<file path="src/rtl/svm_pkg.sv">
// svm_pkg: shared formats, widths, FSM states and
// saturation bounds for the cascaded SVM datapath.
package svm_pkg;

  localparam int KERN_W     = 16;
  localparam int Q88_FRAC   = 8;
  localparam int Q1616_FRAC = 16;
  localparam int PROD_W     = 2 * KERN_W + 1;

  typedef logic [2:0] state_t;

  localparam state_t ST_IDLE   = 3'd0;
  localparam state_t ST_LOAD   = 3'd1;
  localparam state_t ST_WAIT_K = 3'd2;
  localparam state_t ST_MAC    = 3'd3;
  localparam state_t ST_BIAS   = 3'd4;
  localparam state_t ST_DONE   = 3'd5;

  // Largest value of a w-bit signed word
  function automatic longint sat_max(int w);
    return (64'sd1 <<< (w - 1)) - 64'sd1;
  endfunction

  // Smallest value of a w-bit signed word
  function automatic longint sat_min(int w);
    return -(64'sd1 <<< (w - 1));
  endfunction

endpackage

</file>
<file path="src/rtl/svm_sat_add.sv">
// svm_sat_add: signed saturating adder, clamps
// to the W-bit range and flags the clamp.
import svm_pkg::*;

module svm_sat_add #(
  parameter int W = 40
) (
  input  logic signed [W-1:0] a,
  input  logic signed [W-1:0] b,
  output logic signed [W-1:0] sum,
  output logic                ovf
);

  localparam logic signed [W-1:0] HI = W'(sat_max(W));
  localparam logic signed [W-1:0] LO = W'(sat_min(W));

  logic [W:0] full;

  // One guard bit exposes overflow; clamp on sign of the true sum
  always_comb begin
    full = {a[W-1], a} + {b[W-1], b};
    ovf  = full[W] ^ full[W-1];
    sum  = full[W-1:0];
    if (ovf) sum = full[W] ? LO : HI;
  end

endmodule

</file>
<file path="src/rtl/svm_decision_acc.sv">
// svm_decision_acc: accumulates coef*K over all support
// vectors, adds bias, emits decision value and class.
import svm_pkg::*;

module svm_decision_acc #(
  parameter int XLEN_PIXEL = 8,
  parameter int NUM_OF_SV  = 87,
  parameter int ACC_W      = 40,
  parameter int BIAS_W     = 32,
  localparam int KW = 2 * XLEN_PIXEL,
  localparam int PW = 2 * KW + 1,
  localparam int AW = (NUM_OF_SV > 1) ? $clog2(NUM_OF_SV) : 1
) (
  input  logic                    clk,
  input  logic                    rst,
  input  logic                    start,
  input  logic                    kern_valid,
  input  logic [KW-1:0]           kern_in,
  output logic                    kern_ready,
  output logic [AW-1:0]           coef_addr,
  input  logic signed [KW-1:0]    coef_data,
  input  logic signed [BIAS_W-1:0] bias,
  output logic                    busy,
  output logic                    dec_valid,
  output logic signed [ACC_W-1:0] dec_value,
  output logic                    dec_class,
  output logic                    overflow
);

  state_t                  state;
  logic [AW-1:0]           idx;
  logic signed [PW-1:0]    prod;
  logic signed [ACC_W-1:0] acc;
  logic signed [ACC_W-1:0] prod_ext;
  logic signed [ACC_W-1:0] bias_ext;
  logic signed [ACC_W-1:0] addend;
  logic signed [ACC_W-1:0] sum;
  logic                    ovf;
  logic                    last;

  assign kern_ready = (state == ST_WAIT_K);
  assign last       = (idx == AW'(NUM_OF_SV - 1));
  assign prod_ext   = ACC_W'(prod);
  assign bias_ext   = ACC_W'(bias);

  // Single adder shared between the MAC and bias steps
  assign addend = (state == ST_BIAS) ? bias_ext : prod_ext;

  svm_sat_add #(
    .W (ACC_W)
  ) u_sat_add (
    .a   (acc),
    .b   (addend),
    .sum (sum),
    .ovf (ovf)
  );

  // Decision FSM and accumulator datapath
  always_ff @(posedge clk or negedge rst) begin
    if (!rst) begin
      state     <= ST_IDLE;
      idx       <= '0;
      coef_addr <= '0;
      prod      <= '0;
      acc       <= '0;
      busy      <= 1'b0;
      overflow  <= 1'b0;
      dec_valid <= 1'b0;
      dec_value <= '0;
      dec_class <= 1'b0;
    end else begin
      dec_valid <= 1'b0;
      unique case (state)
        ST_IDLE: begin
          if (start) begin
            acc       <= '0;
            idx       <= '0;
            coef_addr <= '0;
            overflow  <= 1'b0;
            busy      <= 1'b1;
            state     <= ST_LOAD;
          end
        end
        ST_LOAD: begin
          state <= ST_WAIT_K;
        end
        ST_WAIT_K: begin
          if (kern_valid) begin
            prod  <= PW'($signed({1'b0, kern_in}))
                   * PW'(coef_data);
            state <= ST_MAC;
          end
        end
        ST_MAC: begin
          acc      <= sum;
          overflow <= overflow | ovf;
          if (last) begin
            state <= ST_BIAS;
          end else begin
            idx       <= idx + 1'b1;
            coef_addr <= idx + 1'b1;
            state     <= ST_LOAD;
          end
        end
        ST_BIAS: begin
          acc      <= sum;
          overflow <= overflow | ovf;
          state    <= ST_DONE;
        end
        ST_DONE: begin
          dec_value <= acc;
          dec_class <= ~acc[ACC_W-1];
          dec_valid <= 1'b1;
          busy      <= 1'b0;
          state     <= ST_IDLE;
        end
        default: begin
          state <= ST_IDLE;
        end
      endcase
    end
  end

endmodule

</file>
<file path="config.mk">
export PLATFORM = sky130hd
export DESIGN_NAME = svm_decision_acc
export DESIGN_NICKNAME = d
export VERILOG_FILES = /design/src/rtl/svm_pkg.sv /design/src/rtl/svm_sat_add.sv /design/src/rtl/svm_decision_acc.sv
export SDC_FILE = /design/constraint.sdc
export NUM_CORES = 1
export LEC_CHECK = 0
export ABC_AREA = 1
export BUFFER_PORTS_ARGS = -buffer_cell sky130_fd_sc_hd__clkbuf_2
export CORE_MARGIN = 2
export CORE_UTILIZATION = 45
export DETAILED_ROUTE_END_ITERATION = 16
export SETUP_SLACK_MARGIN = 0.02
export SYNTH_ARGS = -nofsm -noshare
export SYNTH_HDL_FRONTEND = slang
export SYNTH_SLANG_ARGS = --single-unit
</file>
<file path="constraint.sdc">
create_clock -name clk -period 3.3 [get_ports clk]
set_input_delay 0.33 -clock clk [delete_from_list [all_inputs] [get_ports clk]]
set_output_delay 0.33 -clock clk [all_outputs]
set_load 0.05 [all_outputs]
</file>
Word-level counts from Yosys, hierarchy flattened
Index checks and enable logic that the tools add are counted.
Word-level totals
  input bits: 68
  output and inout port bits: 52
  logic and storage cells: 51
  flip-flop bits (word level): 127
Cells by class
  equality and inequality tests: 9
  add/sub/neg operators: 2
  bitwise operators: 3
  multipliers: 1
  reduce and logical (&&, ||, !) cells: 10
  multiplexer cells: 17
Operator list (number)
  $mux 40: 4
  $pmux 40 s2: 1
  $add 40x40->41: 1
  $mul 17x16->33: 1
  $pmux 3 s5: 1
  $mux 7: 2
  $pmux 7 s2: 1
  $mux 3: 3
  $reduce_and 2->1: 4
  $add 7x1->7 const B: 1
  $eq 7x7->1 const B: 1
  $eq 3x2->1 const B: 2
  $eq 3x3->1 const B: 2
  $ne 2x2->1 const B: 3
  $reduce_bool 2->1: 3
  $pmux 1 s2: 2
  $eq 3x1->1 const B: 1
  $logic_not 3->1: 1
  $mux 1: 3
  $reduce_and 3->1: 1
  $reduce_or 2->1: 1
  $not 1->1: 1
  $or 1x1->1: 1
  $xor 1x1->1: 1

Depth between registers and ports, before layout
Gate-level depths: netlist (run 1).
  depth in word-level cells: 6
  gate-level depth with buffers: 28

Hierarchy
A second synthesis (run 1) with hierarchy kept.
Second synthesis, totals
  cell total of the unflattened synthesis: 2615
  area total of the unflattened synthesis: 18207.5 sq um
Modules (own cells, without submodules)
  svm_decision_acc: times used 1, area each 14920.6 sq um, cells each 1998, sequential area each 3178.0 sq um
  svm_sat_add: times used 1, area each 3286.9 sq um, cells each 617, sequential area each 0.0 sq um

Worst setup path before layout (run 1)
OpenSTA, ideal clock, no wires.
  kind: input -> register
  start point: input coef_data[7]
  end point: register prod[27]
  path buffers: 2
  slack: -2.291 ns
  stages on the path: 24
  arrival: 5.473 ns
  path through: clkbuf_1 -> clkbuf_1 -> nand2_1 -> fa_1 -> inv_1 -> fa_1 -> inv_1 -> fa_1 -> inv_1 -> fa_1 -> fa_1 -> inv_1 -> fa_1 -> inv_1 -> ha_1 -> a21o_1 -> a21oi_1 -> nand2_1 -> nand2_1 -> nand3_1 -> a21o_1 -> or2_2 -> nand3_1 -> nand2_1
Between the ends
  word-level cells in the longest chain between the ends: 1
RTL lines
  start, declared: RTL line svm_decision_acc.sv:21  | input logic signed [KW-1:0] coef_data,
  $mul 17x16->33: RTL line svm_decision_acc.sv:90  | * PW'(coef_data);
  end signal, assigned: RTL line svm_decision_acc.sv:89  | prod <= PW'($signed({1'b0, kern_in}))
  end, declared: RTL line svm_decision_acc.sv:32  | logic signed [PW-1:0] prod;
Every way passes these cells.
A chain may end at the register's enable or synchronous reset.

Final worst setup path (run 1)
  start point: input coef_data[4]
  end point: register prod[24]
Same word-level chain as after synthesis.

==> results of run 1 <==
## per-stage QoR
stage,cells,TNS [ns],area [sq um]
CTS,3461,-32.24,24200
detailed placement,3390,-65.43,21600
global route,3486,-41.57,25500
global placement,3390,-61.95,21600
floorplan,2508,-38.76,18500
finish,3486,-33.93,25500
## worst max-delay path, stage by stage
cell       delay [ns]
clkbuf_16        0.14
buf_6            0.12
nand2_2          0.05
inv_2            0.04
fa_2             0.56
inv_2            0.04
fa_2             0.41
fa_2             0.35
fa_1             0.57
inv_2            0.05
fa_1             0.54
inv_2            0.04
fa_1             0.49
inv_2            0.05
ha_4             0.27
a21oi_4          0.17
o21ai_2          0.09
a21oi_2          0.17
o21ai_4          0.11
nand2_2          0.09
o21ai_1          0.07
or2_2            0.27
nand3_1          0.07
nand2_1          0.05
## sequential cells by signal (all words and copies together) (netlist names)
signal	count
acc	40
dec_value	40
prod	33
idx	7
state	3
busy	1
dec_class	1
dec_valid	1
overflow	1
## timing repair
| action | CTS | global route |
|---|---|---|
| resized for setup | 378 | 288 |
| endpoints found under the hold margin | 55 | 0 |
| setup endpoints to repair | 68 | 67 |
| hold buffers | 1 | 0 |
| buffers inserted | 38 | 23 |
| pin swaps | 109 | 113 |
| cloned | 5 | 5 |
## cells in the mapped netlist (5+ instances only)
library cell / count / share of area [%]
nand2_1: 925 / 20
inv_1: 484 / 10
fa_1: 195 / 22
ha_1: 164 / 12
dfrtp_1: 127 / 18
nor2_1: 114 / 2.4
clkbuf_1: 79 / 1.7
a21oi_1: 77 / 2.2
nand3_1: 75 / 2.1
o21ai_0: 74 / 2.1
xnor2_1: 23 / 1.1
nand4_1: 22 / 0.78
nand3_2: 20 / 1.1
nor3_1: 17 / 0.48
or2_2: 17 / 0.60
xor2_1: 16 / 0.79
o21bai_1: 10 / 0.42
nand2_2: 7 / 0.25
nand3b_1: 6 / 0.25
nor2_2: 6 / 0.21
a21o_1: 5 / 0.21
a31oi_1: 5 / 0.18
buf_2: 5 / 0.14
buf_6: 5 / 0.32
## layout by cell type (no fill, tap or decap), types with 25 or more instances in the layout
cell type  netlist  final
a21oi_1         77     27
a21oi_2          3     38
buf_4            2    318
buf_6            5     54
clkbuf_16        0     28
clkbuf_2         0     92
dfrtp_1        127    127
fa_1           195    181
ha_1           164     95
ha_4             0     62
inv_1          484    431
inv_2            2     52
nand2_1        925    759
nand2_2          7    127
nand2_4          0     44
nand3_1         75     54
nand3_2         20     31
nor2_1         114     70
nor2_2           6     25
nor2_4           0     25
o21ai_0         74     26
o21ai_1          1     32
## worst paths after layout
kind / from / endpoint / slack, ns / depth (start not counted)
setup / recovery: coef_data[4] / prod[24]$_DFFE_PN0P_ / -1.49 / 24
hold / removal: kern_valid / state[0]$_DFFE_PN0P_ / 0.20 / 3
setup reg to reg: state[0]$_DFFE_PN0P_ / acc[24]$_DFFE_PN0P_ / -0.06 / 21
hold reg to reg: dec_value[35]$_DFFE_PN0P_ / dec_value[35]$_DFFE_PN0P_ / 0.47 / 2
max in group asynchronous: rst / prod[31]$_DFFE_PN0P_ / 1.94 / 3
min in group asynchronous: rst / idx[4]$_DFFE_PN0P_ / 0.52 / 2
## area by class of cell
cell class	count	area, sq um
multi-input cells	1801	14700
fillers	3410	13200
repair buffers	522	4510
flip-flops and latches	127	3180
inverters	487	1840
well taps	518	648
clock buffers	26	509
clock inverters	5	77.6
## logic make-up (layout without fill, tap and decap cells)
group | Yosys count | after routing
AOI/OAI and AO/OA | 185 | 185
xor gates and xnor gates | 39 | 39
adders and majority gates | 359 | 359
buffers and inverters | 580 | 1040
DFF | 127 | 127
and+or+nand+nor | 1218 | 1218
## layer usage
metal | GRT usage, % | vias up
met4 | 11.8 | 0
met5 | 0 | -
met3 | 2.24 | 107
met1 | 31.5 | 8375
met2 | 51.5 | 352
li1 | - | 8453
==> out/qor.csv, run 1 <==
stage;metric;value;unit
outcome;status;finished, violations left;
outcome;failing checks;negative setup slack;
placement;worst slack, placed;-2.14;ns
critical_path;CP arrival;5.13;ns
floorplanning;die width;202;um
cells_and_area;Finished Core Util;65.8;%
yosys;main combinational cell family by area after synthesis;adder cells;
route;M1 WL;22600;um
route;met3 WL;1610;um
route;1st-pass router iterations;7;
yosys;synth unique cells;43;
cells_and_area;ant diodes;0;
yosys;EDFF count, synth;0;
yosys;syn_nets;2935;
floorplanning;full die area;0.0409;sq mm
clock_tree;H-tree Lvls;4;
critical_path;Setup crit start kind;input pin;
yosys;FFs w/ async S/R, synth;100;%
placement;Port Buffer Count;119;
timing;hold slack;0.201;ns
placement;Detailed Place HPWL;44500;um
yosys;post-synthesis mux area share;0;%
yosys;Mapped Cells;2508;
route;WL met2;29200;um
global_routing;GRT overflow;0;
timing;Tcrit/Tclk final;145;%
timing;Worst Tran Pin Value;0.820;ns
floorplanning;chip height;202;um
timing;Slew Limit Headroom;45.3;%
critical_path;CP Max Fanout;6;
critical_path;CP required;3.64;ns
clock_tree;CTS Sinks;127;
clock_tree;CTS tree;built;
floorplanning;floorplan row count;72;
clock_tree;Root Driver;clkbuf_16;
yosys;FF+latch count, synth;127;
global_routing;largest net degree at the start of global routing;88;
yosys;adder-cell area share of the yosys netlist;33.6;%
route;Routed Wire Length;55600;um
route;vias per cell;4.96;
critical_path;Critical Path End Type;flip-flop;
timing;fmax;209;MHz
critical_path;crit path kind;in -> reg;
timing;Max Slew Vio Count;0;
clock_tree;CTS buffer count;17;
floorplanning;I/O pins;120;
route;top metal layer carrying routed signals;met4;
yosys;dominant synthesized flop cell;dfrtp_1;
route;antenna violation net count after detailed routing;0;
run;Max-Cap Viols;0;
cells_and_area;Final #Nets;3383;
clock_tree;CTS Buffer Depth;2;
cells_and_area;share of cells above drive strength 1;35.5;%
timing;Final WS setup;-1.49;ns
yosys;Mean Syn Cell Area;7.06;sq um
route;via count;17300;
yosys;Post-Syn Area;0.0177;sq mm
placement;GP Congestion;0.941;
yosys;xor and xnor fraction of the mapped netlist area;1.93;%
timing;RSZ-0062 raised after global routing;true;
timing;final setup skew;0.0115;ns
yosys;simple-gate share of the synthesized area;28.2;%
timing;Setup violations, final;65;
global_routing;initial antenna violation count;0;
clock_tree;Worst-Skew Late Latency;0.45;ns
floorplanning;core region area;0.0387;sq mm
global_routing;total track usage;27.3;%
route;# DRC;0;
route;DR iter-0 viols;799;
global_routing;first-pass GRT wire length;88600;um
yosys;post-synthesis sequential area ratio;18.0;%
timing;Final min period;4.79;ns
min_path;hold crit path type;in -> reg;
timing;final hold viol count;0;
global_routing;vias in the first global route;18100;
yosys;Compound-Gate Fraction of Synth Area;5.72;%
cells_and_area;P&R area growth vs syn;44.0;%
route;mean routed wirelength per cell;16.0;um
clock_tree;CTS clock-pin slew for the worst setup and hold paths;0.06;ns
floorplanning;Initial Utilization;45.7;%
yosys;Ys Warns;0;
Power of run 1 is left out: the tool's default activity adds up to more than one toggle a clock period on the data nets, which glitch-free logic cannot reach.
==> inputs of run 2 (changes only) <==
--- a/config.mk
+++ b/config.mk
@@ -8,9 +8,11 @@
 export ABC_AREA = 1
 export BUFFER_PORTS_ARGS = -buffer_cell sky130_fd_sc_hd__clkbuf_2
 export CORE_MARGIN = 2
-export CORE_UTILIZATION = 45
+export CORE_UTILIZATION = 57
 export DETAILED_ROUTE_END_ITERATION = 16
+export PLACE_DENSITY = 0.79
 export SETUP_SLACK_MARGIN = 0.02
+export SLEW_MARGIN = 10
 export SYNTH_ARGS = -nofsm -noshare
 export SYNTH_HDL_FRONTEND = slang
 export SYNTH_SLANG_ARGS = --single-unit
==> run 2 against run 1 <==
  * The run ends with negative hold slack, negative setup slack left
  * Die area decreased by 21%
  * Count of clock-buffer cells in the layout decreased by 4
  * Sequential cell count unchanged
  * Sequential share of layout area increased by 0.49 points
  * Clock skew decreased by 0.0036 ns
  * Global-route usage increased by 7.2 points
  * Utilization increased by 14 points
  * Setup slack got worse by 0.21 ns
  * Register-to-register slack got worse by 0.09 ns
  * Routed wire length increased by 6.9%
  * Critical path type unchanged
==> out/qor.csv, run 2 (same netlist as run 1, synthesis figures left out) <==
stage;metric;value;unit;change
floorplanning;full die area;0.0325;sq mm;-21%
timing;Worst Tran Pin Value;0.821;ns;+0.00150 ns
cells_and_area;Finished Core Util;80.2;%;+14 points
route;antenna violation net count after detailed routing;0;;unchanged
placement;Port Buffer Count;119;;unchanged
timing;Final min period;5.00;ns;+0.214 ns
cells_and_area;ant diodes;0;;unchanged
critical_path;CP max-delay cell;fa_1;;
timing;Setup violations, final;67;;+3.1%
placement;Detailed Place HPWL;41700;um;-6.4%
critical_path;Setup crit start kind;input pin;;
clock_tree;CTS tree;built;;
cells_and_area;Final #Nets;3306;;-2.3%
cells_and_area;most frequent cells in the layout;nand2_1, inv_1, buf_4;;
critical_path;cell repeated most along the worst path;fa_1;;
timing;fmax;200;MHz;-4.3%
cells_and_area;most common cell after layout, fill and taps aside;nand2_1;;
route;DR iter-0 viols;1331;;+67%
timing;final hold viol count;2;;+2
route;via count;18100;;+4.7%
floorplanning;chip height;180;um;-11%
floorplanning;die width;180;um;-11%
route;1st-pass router iterations;8;;+1
timing;hold slack;-0.00587;ns;-0.207 ns
critical_path;worst reg-to-reg setup slack;-0.15;ns;-0.09 ns
route;mean routed wirelength per cell;18.1;um;+13%
cells_and_area;share of cells above drive strength 1;32.1;%;-3.4 points
floorplanning;floorplan row count;64;;-11%
clock_tree;H-tree Lvls;4;;unchanged
floorplanning;Initial Utilization;57.9;%;+12 points
route;Routed Wire Length;59500;um;+6.9%
clock_tree;Root Driver;clkbuf_16;;
cells_and_area;P&R area growth vs syn;38.6;%;
global_routing;largest net degree at the start of global routing;128;;+45%
critical_path;CP arrival;5.32;ns;+0.19 ns
outcome;status;finished, violations left;;
global_routing;first-pass GRT wire length;90900;um;+2.5%
critical_path;Reg2Reg Launch Point;state[1]$_DFFE_PN0P_;;
cells_and_area;Filler Cell Count;1935;;-43%
clock_tree;CTS Sinks;127;;unchanged
critical_path;CP Max Fanout;8;;+2
global_routing;initial antenna violation count;0;;unchanged
critical_path;Reg2Reg Depth;22;;+4.8%
run;Max-Cap Viols;0;;unchanged
global_routing;GRT overflow;0;;unchanged
critical_path;largest stage delay on the critical path;0.55;ns;-0.02 ns
clock_tree;CTS buffer count;17;;unchanged
floorplanning;I/O pins;120;;unchanged
global_routing;total track usage;34.6;%;+7.2 points
clock_tree;CTS clock-pin slew for the worst setup and hold paths;0.06;ns;about the same
critical_path;crit path kind;in -> reg;;
timing;RSZ-0062 raised after global routing;true;;
timing;final setup skew;0.00799;ns;-0.00356 ns
critical_path;CP required;3.62;ns;-0.02 ns
global_routing;vias in the first global route;18900;;+4.0%
timing;Max Slew Vio Count;0;;unchanged
timing;Slew Limit Headroom;45.2;%;-0.16 points
outcome;failing checks;negative hold slack, negative setup slack;;
timing;Tcrit/Tclk final;152;%;+6.5 points
clock_tree;CTS Buffer Depth;2;;unchanged
placement;GP Congestion;0.981;;+4.2%
floorplanning;core region area;0.0306;sq mm;-21%
critical_path;Critical Path End Type;flip-flop;;
critical_path;Reg-to-Reg End;acc[34]$_DFFE_PN0P_;;
cells_and_area;fin cells;3288;;-5.7%
cells_and_area;Largest regs;acc: 40 flops, dec_value: 40 flops, prod: 33 flops;;
timing;Final WS setup;-1.70;ns;-0.214 ns
route;# DRC;0;;unchanged
route;vias per cell;5.51;;+11%
clock_tree;Worst-Skew Late Latency;0.43;ns;-0.02 ns
clock_tree;cts hold-fix bufs;0;;-1
min_path;hold crit path type;in -> async;;
placement;Placed Cells;3190;;-5.9%
critical_path;critical path, cell by cell;buf_8 -> clkinvlp_4 -> buf_12 -> or2_4 -> fa_1 -> fa_1 -> fa_1 -> fa_1 -> fa_2 -> fa_1 -> inv_2 -> ha_4 -> a21oi_4 -> o21ai_2 -> a21oi_2 -> o21ai_4 -> nand2_2 -> o21ai_2 -> or2_2 -> nand3_1 -> nand2_1;;
==> run 2: cell count changes in the layout (fill, tap and decap cells not counted), moves of 11 or more <==
| cell | previous run | this run |
|---|---|---|
| buf_4 | 318 | 246 |
| nand2_1 | 759 | 788 |
| nand2_2 | 127 | 102 |
| ha_1 | 95 | 107 |
| ha_4 | 62 | 51 |
==> run 2: timing repair <==
| action | in CTS | in global routing |
|---|---|---|
| resized for setup | 297 | 284 |
| setup buffers | 35 | 26 |
| endpoints found under the setup margin | 68 | 67 |
| pin swaps | 64 | 142 |
| cloned | 6 | 4 |
==> run 2: cell type report <==
class	instances	area, sq um	area share (%)
multi-input combinational	1801	14500	59.1
timing repair buffer	445	3860	15.7
sequential	127	3180	13.0
inverter	487	1840	7.52
tap	396	495	2.02
clock buffer	22	464	1.89
clock inverter	10	184	0.750
==> run 2: layer usage <==
metal  wire length, um  global-route usage, %  share of wire [%]
met1             21900                   38.8                 37
met5                 0                      0                  0
met4              4160                   20.1                7.0
met3              3210                   3.11                5.4
met2             30300                   63.8                 51
==> run 2: worst max-delay path by stage <==
stage | startpoint | end | slack (ns) | cells past startpoint
finish | coef_data[15] | prod[24]$_DFFE_PN0P_ | -1.70 | 21
global route | coef_data[15] | prod[27]$_DFFE_PN0P_ | -1.88 | 22
CTS | coef_data[15] | prod[27]$_DFFE_PN0P_ | -1.61 | 20
detailed placement | kern_in[9] | prod[31]$_DFFE_PN0P_ | -2.14 | 22
global placement | coef_data[15] | prod[25]$_DFFE_PN0P_ | -2.05 | 20
floorplan | coef_data[6] | prod[27]$_DFFE_PN0P_ | -1.85 | 24
==> run 2: worst max-delay path: cells and delay by family <==
family	cells	cell delay, ns
compound gates	5	0.60
fa+ha+maj	7	3.29
buf+inv	4	0.35
simple gates	5	0.74
==> run 2: through the flow <==
stage / area (sq um) / hold WS [ns] / TNS [ns] / setup WS (ns)
2_1_floorplan: 18500 / 0.0344 / -38.76 / -1.85
3_3_place_gp: 20900 / 0.453 / -55.46 / -2.05
3_5_place_dp: 20900 / 0.457 / -61.34 / -2.14
4_1_cts: 23300 / 0.0386 / -34.73 / -1.61
5_1_grt: 24500 / 0.0734 / -52.13 / -1.88
6_report: 24500 / -0.00587 / -41.46 / -1.70
Power of run 2 is left out for the same reason.
==> inputs of run 3 (changes only) <==
--- a/config.mk
+++ b/config.mk
@@ -6,12 +6,12 @@
 export NUM_CORES = 1
 export LEC_CHECK = 0
 export ABC_AREA = 1
+export ABC_CLOCK_PERIOD_IN_PS = 3300
 export BUFFER_PORTS_ARGS = -buffer_cell sky130_fd_sc_hd__clkbuf_2
 export CORE_MARGIN = 2
 export CORE_UTILIZATION = 57
 export DETAILED_ROUTE_END_ITERATION = 16
 export PLACE_DENSITY = 0.79
-export SETUP_SLACK_MARGIN = 0.02
 export SLEW_MARGIN = 10
 export SYNTH_ARGS = -nofsm -noshare
 export SYNTH_HDL_FRONTEND = slang
==> run 3 against run 2 <==
  * The run still ends with negative hold slack, negative setup slack left
  * Count of clock-buffer cells in the layout is the same
  * Setup slack lost 0.040 ns
  * Clock skew grew 0.0011 ns
  * Routed wire length grew 0.33%
  * Worst hold slack lost 0.0058 ns
  * Largest cell class unchanged
==> out/qor.csv, run 3 (same netlist as run 1, synthesis figures left out) <==
stage;metric;value;unit;change
outcome;status;finished, violations left;;
outcome;failing checks;negative hold slack, negative setup slack;;
timing;Worst Tran Pin Value;0.815;ns;-0.00614 ns
placement;Detailed Place HPWL;41700;um;unchanged
critical_path;critical path depth;21;;unchanged
critical_path;delay-heaviest family, CP;adder cells;;
global_routing;met2 Use GR;63.6;%;-0.26 points
critical_path;CP max-delay cell;fa_1;;
clock_tree;Worst-Skew Late Latency;0.43;ns;about the same
cells_and_area;Largest regs;acc: 40 flops, dec_value: 40 flops, prod: 33 flops;;
timing;hold slack;-0.0116;ns;-0.00576 ns
timing;Max Slew Vio Count;0;;unchanged
clock_tree;CTS clock-pin slew for the worst setup and hold paths;0.06;ns;about the same
placement;worst slack, placed;-2.14;ns;unchanged
global_routing;largest net degree at the start of global routing;128;;unchanged
floorplanning;floorplan row count;64;;unchanged
cells_and_area;ant diodes;0;;unchanged
clock_tree;cts hold-fix bufs;0;;unchanged
route;# DRC;0;;unchanged
critical_path;crit path kind;in -> reg;;
floorplanning;chip height;180;um;unchanged
cells_and_area;P&R area growth vs syn;37.9;%;
run;Max-Cap Viols;0;;unchanged
floorplanning;core region area;0.0306;sq mm;unchanged
timing;final setup skew;0.00910;ns;+0.00111 ns
floorplanning;die width;180;um;unchanged
global_routing;gr busiest metal;met2;;
global_routing;total track usage;34.2;%;-0.35 points
placement;GP Congestion;0.981;;unchanged
clock_tree;CTS tree;built;;
route;antenna violation net count after detailed routing;0;;unchanged
placement;Placed Cells;3190;;unchanged
critical_path;CP required;3.62;ns;about the same
global_routing;M1 GR Usage;38.5;%;-0.23 points
cells_and_area;fin cells;3284;;-0.12%
cells_and_area;most frequent cells in the layout;nand2_1, inv_1, buf_4;;
clock_tree;H-tree Lvls;4;;unchanged
critical_path;Reg2Reg Depth;24;;+9.1%
floorplanning;full die area;0.0325;sq mm;unchanged
placement;Port Buffer Count;119;;unchanged
timing;Tcrit/Tclk final;153;%;+1.2 points
timing;Slew Limit Headroom;45.6;%;+0.41 points
critical_path;Setup crit start kind;input pin;;
min_path;hold crit path type;in -> async;;
clock_tree;CTS buffer count;17;;unchanged
route;vias per cell;5.51;;about the same
route;DR iter-0 viols;1188;;-11%
critical_path;cell repeated most along the worst path;fa_1;;
timing;Final min period;5.04;ns;+0.0402 ns
timing;fmax;198;MHz;-0.80%
route;via count;18100;;-0.061%
timing;RSZ-0062 raised after global routing;true;;
clock_tree;CTS Sinks;127;;unchanged
cells_and_area;Final #Nets;3302;;-0.12%
critical_path;Critical Path End Type;flip-flop;;
cells_and_area;most common cell after layout, fill and taps aside;nand2_1;;
route;Routed Wire Length;59700;um;+0.33%
global_routing;initial antenna violation count;0;;unchanged
timing;final hold viol count;4;;+2
clock_tree;CTS Buffer Depth;2;;unchanged
global_routing;first-pass GRT wire length;90100;um;-0.91%
timing;Final WS setup;-1.74;ns;-0.0402 ns
critical_path;CP arrival;5.36;ns;+0.04 ns
critical_path;largest stage delay on the critical path;0.55;ns;about the same
critical_path;Buf/Inv on CP;4;;unchanged
critical_path;CP Max Fanout;8;;unchanged
global_routing;met3 Resource Use GR;2.93;%;-0.18 points
route;mean routed wirelength per cell;18.2;um;+0.45%
floorplanning;I/O pins;120;;unchanged
global_routing;GRT overflow;0;;unchanged
critical_path;worst reg-to-reg setup slack;-0.12;ns;+0.03 ns
timing;setup tns final;-40.96;ns;+0.503 ns
critical_path;critical path, cell by cell;clkbuf_8 -> clkinvlp_4 -> buf_12 -> or2_4 -> fa_1 -> fa_1 -> fa_1 -> fa_1 -> fa_2 -> fa_1 -> inv_2 -> ha_4 -> a21oi_4 -> o21ai_2 -> a21oi_2 -> o21ai_4 -> nand2_2 -> o21ai_2 -> or2_2 -> nand3_1 -> nand2_1;;
floorplanning;Initial Utilization;57.9;%;unchanged
cells_and_area;share of cells above drive strength 1;31.6;%;-0.51 points
route;1st-pass router iterations;6;;-2
cells_and_area;Filler Cell Count;1957;;+1.1%
timing;Setup violations, final;67;;unchanged
global_routing;vias in the first global route;18700;;-0.83%
clock_tree;Root Driver;clkbuf_16;;
-- run 3: final cells by class --
| cell class | instances | area (sq um) | area share [%] |
|---|---|---|---|
| Clock buffer | 22 | 464 | 1.90 |
| Multi-Input combinational cell | 1801 | 14400 | 59.1 |
| Timing Repair Buffer | 441 | 3820 | 15.6 |
| Clock inverter | 10 | 184 | 0.754 |
| Sequential cell | 127 | 3180 | 13.0 |
| Tap cell | 396 | 495 | 2.03 |
| Inverter | 487 | 1840 | 7.56 |
-- run 3: path summary, 6_finish.rpt --
path                                           from                       end
max                                   coef_data[15]      prod[24]$_DFFE_PN0P_
min                                             rst        idx[4]$_DFFE_PN0P_
max reg2reg                    state[0]$_DFFE_PN0P_        acc[9]$_DFFE_PN0P_
min reg2reg                dec_value[0]$_DFFE_PN0P_  dec_value[0]$_DFFE_PN0P_
max in group asynchronous                       rst       acc[26]$_DFFE_PN0P_
min in group clk                         kern_valid      state[0]$_DFFE_PN0P_
-- run 3: layer usage --
metal | vias up | routed length [um]
met5 | - | 0
met2 | 817 | 30900
met3 | 281 | 3260
li1 | 8283 | -
met4 | 0 | 3770
met1 | 8710 | 21800
-- run 3: stage by stage --
stage | util (%) | instance area, sq um | hold WS, ns
after floorplan | - | 18500 | 0.0344
after global placement | 68.4 | 20900 | 0.453
after detailed placement | 68.4 | 20900 | 0.457
after CTS | 75.5 | 23100 | 0.0386
after global routing | 79.8 | 24400 | 0.0684
final | 79.8 | 24400 | -0.0116
-- run 3: what timing repair did --
item / in CTS / in global routing
buffers inserted: 28 / 30
gates resized for setup: 277 / 282
endpoints found under the hold margin: 0 / 0
endpoints found under the setup margin: 67 / 67
cloned: 5 / 4
pin swaps: 57 / 148
Power of run 3 is left out for the same reason.
